==> src/rtl/ring_pkg.sv <==
// Shared ring constants: flit geometry, rep control codes and the upload FSM encoding.
// The download assembler imports the same package so both ends agree on framing.
package ring_pkg;

  localparam int FLIT_W     = 16;
  localparam int DATA_FLITS = 8;
  localparam int CNT_W      = 3;
  localparam int LINE_W     = FLIT_W * DATA_FLITS;

  localparam logic [1:0] CTRL_IDLE = 2'b00;
  localparam logic [1:0] CTRL_HEAD = 2'b01;
  localparam logic [1:0] CTRL_BODY = 2'b10;
  localparam logic [1:0] CTRL_TAIL = 2'b11;

  // Encoding 2'b11 is unused and treated as IDLE by the upload FSM.
  localparam logic [1:0] ST_IDLE = 2'b00;
  localparam logic [1:0] ST_HEAD = 2'b01;
  localparam logic [1:0] ST_BODY = 2'b10;

endpackage

==> src/rtl/m_rep_upload_flit_mux.sv <==
// Combinational slice select: picks flit number sel out of a cache line, slice 0 = bits [15:0].
module m_rep_upload_flit_mux
  import ring_pkg::*;
(
  input  logic [LINE_W-1:0] line,
  input  logic [CNT_W-1:0]  sel,
  output logic [FLIT_W-1:0] flit
);

  assign flit = line[FLIT_W*int'(sel) +: FLIT_W];

endmodule

==> src/rtl/m_rep_upload.sv <==
// Memory-side reply uploader: latches one header (+ optional cache line) and serialises it
// into 16-bit rep flits with ctrl codes for the OUT_rep FIFO.
module m_rep_upload
  import ring_pkg::*;
(
  input  logic              clk,
  input  logic              rst,
  input  logic              v_m_rep,
  input  logic [FLIT_W-1:0] m_rep_head,
  input  logic              m_rep_has_data,
  input  logic [LINE_W-1:0] m_rep_data,
  input  logic              rep_fifo_full,
  output logic              m_rep_ack,
  output logic [FLIT_W-1:0] rep_flit,
  output logic              v_rep_flit,
  output logic [1:0]        rep_ctrl,
  output logic [1:0]        m_rep_upload_state
);

  logic [1:0]        state;
  logic [CNT_W-1:0]  cnt;
  logic [FLIT_W-1:0] head_reg;
  logic [LINE_W-1:0] data_reg;
  logic              has_data_reg;
  logic [FLIT_W-1:0] body_flit;
  logic              is_idle;
  logic              last_flit;

  assign is_idle   = (state != ST_HEAD) && (state != ST_BODY);
  assign last_flit = (cnt == CNT_W'(DATA_FLITS - 1));

  // Ack is withheld during reset so a handshake can never be lost to a clearing register.
  assign m_rep_ack          = is_idle && v_m_rep && !rst;
  assign m_rep_upload_state = state;

  m_rep_upload_flit_mux u_flit_mux (
    .line (data_reg),
    .sel  (cnt),
    .flit (body_flit)
  );

  always_comb begin
    rep_flit   = '0;
    rep_ctrl   = CTRL_IDLE;
    v_rep_flit = 1'b0;
    if (state == ST_HEAD) begin
      rep_flit   = head_reg;
      rep_ctrl   = has_data_reg ? CTRL_HEAD : CTRL_TAIL;
      v_rep_flit = !rep_fifo_full;
    end else if (state == ST_BODY) begin
      rep_flit   = body_flit;
      rep_ctrl   = last_flit ? CTRL_TAIL : CTRL_BODY;
      v_rep_flit = !rep_fifo_full;
    end
  end

  always_ff @(posedge clk) begin
    if (rst) begin
      state        <= ST_IDLE;
      cnt          <= '0;
      head_reg     <= '0;
      data_reg     <= '0;
      has_data_reg <= 1'b0;
    end else if (is_idle) begin
      cnt <= '0;
      if (v_m_rep) begin
        head_reg     <= m_rep_head;
        data_reg     <= m_rep_data;
        has_data_reg <= m_rep_has_data;
        state        <= ST_HEAD;
      end else begin
        state <= ST_IDLE;
      end
    end else if (state == ST_HEAD) begin
      if (v_rep_flit) begin
        state <= has_data_reg ? ST_BODY : ST_IDLE;
        cnt   <= '0;
      end
    end else begin
      if (v_rep_flit) begin
        if (last_flit) begin
          state <= ST_IDLE;
          cnt   <= '0;
        end else begin
          cnt <= cnt + CNT_W'(1);
        end
      end
    end
  end

endmodule

==> config.mk <==
export PLATFORM = sky130hd
export DESIGN_NAME = m_rep_upload
export DESIGN_NICKNAME = d
export VERILOG_FILES = /design/src/rtl/ring_pkg.sv /design/src/rtl/m_rep_upload_flit_mux.sv /design/src/rtl/m_rep_upload.sv
export SDC_FILE = /design/constraint.sdc
export NUM_CORES = 1
export LEC_CHECK = 0
export CORE_MARGIN = 4
export CORE_UTILIZATION = 35
export CTS_CLUSTER_DIAMETER = 120
export CTS_CLUSTER_SIZE = 40
export DETAILED_ROUTE_END_ITERATION = 8
export PLACE_DENSITY = 0.61
export SYNTH_ARGS = -nofsm -noshare
export SYNTH_HDL_FRONTEND = slang
export SYNTH_SLANG_ARGS = --single-unit
==> constraint.sdc <==
create_clock -name clk -period 2.15 [get_ports clk]
set_input_delay 0.3225 -clock clk [delete_from_list [all_inputs] [get_ports clk]]
set_output_delay 0.3225 -clock clk [all_outputs]
set_load 0.05 [all_outputs]
# ---- Word level (Yosys, flattened, before mapping)
# Cells that the tools add are included.
dict set report word_totals {
  register_bits 150
  wordCells 41
  in_bits 149
  out_inout_bits 22
}
dict set report classes {
  shift 1
  reduce_logical 10
  n_addsub 1
  n_eq_ne 5
  mux 19
}
# cell n
set ops {}
lappend ops {{128-bit by 8-bit variable part select with 16-bit output} 1}
lappend ops {{16-bit 2-to-1 mux} 2}
lappend ops {{2-bit 2-to-1 mux} 9}
lappend ops {{3-bit 2-to-1 mux} 4}
lappend ops {{1-bit 2-to-1 mux} 4}
lappend ops {{2-bit AND reduction} 2}
lappend ops {{3-bit by 1-bit adder with 3-bit output (second input constant)} 1}
lappend ops {{3-bit == test (second input constant)} 1}
lappend ops {{1-bit logical AND} 3}
lappend ops {{3-bit nonzero test} 1}
lappend ops {{2-bit by 1-bit == test with 1-bit output (second input constant)} 1}
lappend ops {{2-bit == test (second input constant)} 1}
lappend ops {{1-bit logical NOT} 2}
lappend ops {{2-bit by 1-bit inequality test with 1-bit output (second input constant)} 1}
lappend ops {{2-bit inequality test (second input constant)} 1}
lappend ops {{2-bit nonzero test} 1}
lappend ops {{2-bit OR reduction} 1}

# ---- Depth between registers and ports, before layout
dict set report logic_depth {
  ltp_word 6
  mapped_depth 8
  depth_no_buf 5
}

# ---- By module
# Synthesis repeated with hierarchy kept, for this count alone.
dict set report unflattened {
  hier_cells 741
  hier_area_um2 6467.5
}
# module instances cells_each area_each_um2
set modules_own_cells {}
lappend modules_own_cells {m_rep_upload 1 684 5396.4}
lappend modules_own_cells {m_rep_upload_flit_mux 1 57 1071.0}

# ---- Worst setup path after synthesis
# No wires, ideal clock.
dict set report synth_path {
  path_type {reg2out}
  startpoint {reg state[1] (netlist: m_rep_upload_state[1])}
  endpoint {out rep_flit[10]}
  n_path_buf 1
  path_slack_ps -770
  stages_incl_launch_ff 7
  arrival_ps 2597
  path_cell_list {dfxtp_1 -> inv_1 -> ha_1 -> inv_1 -> nand2_1 -> clkbuf_1 -> o31ai_1}
}
dict set report synth_via {
  elab_chain_len 3
  elab_cells_between_ends 4
}
# item line_no
set synth_rtl {}
lappend synth_rtl {{start, declared} m_rep_upload.sv:20} ;# logic [1:0] state;
lappend synth_rtl {{start signal, assigned} m_rep_upload.sv:76} ;# state <= has_data_reg ? ST_BODY : ST_IDLE;
lappend synth_rtl {{2-bit == test} m_rep_upload.sv:50} ;# end else if (state == ST_BODY) begin
lappend synth_rtl {{16-bit 2-to-1 mux} m_rep_upload.sv:50}
lappend synth_rtl {{16-bit 2-to-1 mux (*)} m_rep_upload.sv:46} ;# if (state == ST_HEAD) begin
lappend synth_rtl {{end, declared} m_rep_upload.sv:14} ;# output logic [FLIT_W-1:0] rep_flit,
# Every way passes the cells marked *; elsewhere a longest branch is shown, timed or not.

# ---- Worst setup path in the final report
dict set report layout_path {
  startpoint {reg cnt[0]}
  endpoint {out rep_flit[5]}
}
dict set report layout_via {
  elab_chain_len 3
}
# item line_no
set layout_rtl {}
lappend layout_rtl {{start, declared} m_rep_upload.sv:21} ;# logic [CNT_W-1:0] cnt;
lappend layout_rtl {{start signal, assigned} m_rep_upload.sv:85} ;# cnt <= cnt + CNT_W'(1);
lappend layout_rtl {{128-bit by 8-bit variable part select with 16-bit output} m_rep_upload_flit_mux.sv:10} ;# assign flit = line[FLIT_W*int'(sel) +: FLIT_W];
lappend layout_rtl {{16-bit 2-to-1 mux} m_rep_upload.sv:50}
lappend layout_rtl {{16-bit 2-to-1 mux} m_rep_upload.sv:46}
# No other way between the ends.

==> reports/results.ini <==
[clocking]
clkLatencyLatePin_ns = 0.42
cts_tree = built
cts_sinks = 150
numCtsBuffers = 17
clk_path_buf_depth = 2
path_clk_slew_ns = 0.06
cts-root-buf = clkbuf_16
htree_levels = 4
cts-hold-fix-buffers = 0

[timing]
setup_slack_ns = -0.1374
finalClockSkew_ns = 0.009299
max_freq_ghz = 0.4372
hold_violations = 0
relSlewSlack_pct = 60.30
post-route-period-util_pct = 106.4
setup_viol = 16
rsz0062_at_grt = true
drv_slew = 0
hold_ws_ns = 0.2761
worstMarginPinSlew_ns = 0.5956
period_needed_ns = 2.287

[placed_design]
gp_congestion = 0.8351
hpwl_um = 14750
place_area_um2 = 8673
portBuffers = 170

[status]
status = finished with violations
violations = negative setup slack

[pwr]
peakVddDrop_v = 0.0004998
clock_power_share_pct = 42.3
p_seq_share_pct = 43.1
p_sw_uw = 1704
power_leakage_uw = 0.003564
combPwrFrac_pct = 14.6
switching_share_pct = 24.07
p_int_uw = 5375
power_density_nw_per_um2 = 735.0

[logic_synthesis]
synth_compound_area_share_pct = 16.05
synth_fp_nets = 946
synthSimpleGateAreaFrac_pct = 19.51
ys_seq_area_share_pct = 46.74
syn-cell-area_um2 = 6425
syn-instance-count = 793
yosys-mux-area-fraction_pct = 11.22
synth_top_family_by_area = simple AND/OR/NAND/NOR gates
synthAdderAreaFrac_pct = 0.7790
yosysUniqueCellTypes = 28
synthXorXnorAreaFrac_pct = 0.1363
synth_seq_cells = 150
synthFlopType = dfxtp_1
synth_edf_count = 0
synth.avg_cell_area_um2 = 8.102
async_reset_ff_share_pct = 0
yosys_warnings = 0

[setup_path]
critPathLaunchType = flop
crit_fanout = 12
critPathKind = flop to primary output
critPathLaunch = cnt[0]
crit_arrival_ns = 1.96
rr_startpoint = m_rep_upload_state[0]
worstPathRequired_ns = 1.83
cp-end-kind = primary output

[floorplanning]
io_pins = 171
start_util_pct = 35.64
die_area_um2 = 20590
rows = 49
core_region_area_um2 = 18020
die_x_um = 143.5
die_h_um = 143.5

[detailed_routing]
avgRoutedWirePerCell_um = 17.24
viasPerCell = 4.939
drt-pass1-iter-count = 4
wl_um = 20430
vias = 5853
ant_nets = 0
drtIter0Drc = 374
drc = 0

[flow_run]
maxCapViolCount = 0

[min_path]
hold_start = rst
min_path_type = primary input to flop

[global_route]
antenna_found_initial = 2
grt_pass1_wl_um = 31340
grt_usage_pct = 19.94
overflow = 0
grt_pass1_vias = 5743
grt_max_degree = 131

[finish]
final_util_pct = 53.44
nets = 1096
postLayoutCellArea_um2 = 9632
drive_above_1_share_pct = 19.37
areaGrowthSynthToFinish_pct = 49.91
largest_reg_flops = 128

[worst max-delay path, stage by stage (launching register included)]
cell	delay [ns]
dfxtp_4	0.42
buf_12	0.18
mux4_2	0.56
nor2_4	0.13
o31ai_4	0.10
buf_12	0.16
[cells by family after synthesis]
logic type / Yosys count
and+or+nand+nor: 331
AOI/OAI and AO/OA: 188
DFF: 150
buffers and inverters: 71
muxes: 48
adders and majority gates: 4
xor gates and xnor gates: 1
[layer usage]
layer  global-route usage [%]  wire length (µm)  vias up
li1                         -                 -     2956
met1                    26.80              9257     2706
met2                    30.77              9522      167
met3                    6.057              1282       22
met4                    6.541               354        2
met5                        0                12        -
[metrics by stage]
step	cells	worst slack, ns	power [µW]	TNS [ns]
6_report	1185	-0.1374	7079	-1.696
5_1_grt	1185	-0.2012	7375	-2.875
3_5_place_dp	1149	0.2188	4096	0
2_1_floorplan	793	-0.09150	3594	-0.6405
4_1_cts	1185	-0.1432	7119	-2.021
3_3_place_gp	1149	0.2400	4091	0
[timing repair]
| action | 4_1_cts | 5_1_grt |
|---|---|---|
| gates resized for setup | 54 | 15 |
| setup buffers | 3 | 0 |
| setup endpoints to repair | 19 | 20 |
| pin swaps | 2 | 1 |
| gates cloned | 2 | 0 |
[cells in the final DEF, fill, tap and decap left out, types with 5 or more instances in the layout]
master / count
clkbuf_16: 17
o31ai_4: 12
o22ai_2: 10
clkdlybuf4s50_1: 149
buf_4: 17
nor2_4: 12
nand2_1: 308
mux4_2: 16
a21oi_1: 147
nor2_2: 5
mux2_2: 28
dfxtp_1: 145
buf_12: 25
inv_1: 6
[power groups by stage]
| stage | combinational, µW | clock, µW | sequential [µW] |
|---|---|---|---|
| finish | 1030 | 3000 | 3050 |
| global route | 1120 | 3180 | 3070 |
| CTS | 1030 | 3040 | 3050 |
| detailed placement | 986 | 0 | 3110 |
| global placement | 979 | 0 | 3110 |
| floorplan | 518 | 0 | 3080 |
[worst paths after layout]
| path | cells after the start | endpoint | slack (ns) |
|---|---|---|---|
| setup / recovery | 5 | rep_flit[5] | -0.14 |
| hold / removal | 2 | has_data_reg | 0.28 |
| setup reg to reg | 6 | data_reg[13] | 0.32 |
| hold reg to reg | 2 | data_reg[3] | 0.45 |
[synthesized netlist by cell type (2+ instances only)]
| library cell | n | area share (%) |
|---|---|---|
| nand2_1 | 309 | 18 |
| dfxtp_1 | 150 | 47 |
| a21oi_1 | 148 | 12 |
| mux2_2 | 32 | 5.6 |
| clkbuf_1 | 31 | 1.8 |
| buf_2 | 17 | 1.3 |
| nor2_1 | 17 | 0.99 |
| mux4_2 | 16 | 5.6 |
| o22ai_1 | 16 | 1.6 |
| o31ai_1 | 15 | 1.8 |
| buf_4 | 10 | 1.2 |
| inv_1 | 7 | 0.41 |
| ha_1 | 4 | 0.78 |
| o211ai_1 | 3 | 0.35 |
| a22oi_1 | 2 | 0.23 |
| buf_1 | 2 | 0.12 |
| buf_6 | 2 | 0.35 |
| nor3_1 | 2 | 0.16 |
[area by class of cell]
cell class                      instances  area [µm²]
Multi-Input combinational cell        572        3525
Sequential cell                       150        3012
Antenna cell                            1       2.502
Fill cell                            1697        8393
Clock inverter                          9       125.1
Tap cell                              229       286.5
Clock buffer                           22       474.2
Timing Repair Buffer                  195        2181
Inverter                                7       26.28
Power figures use the tool's default switching activity.
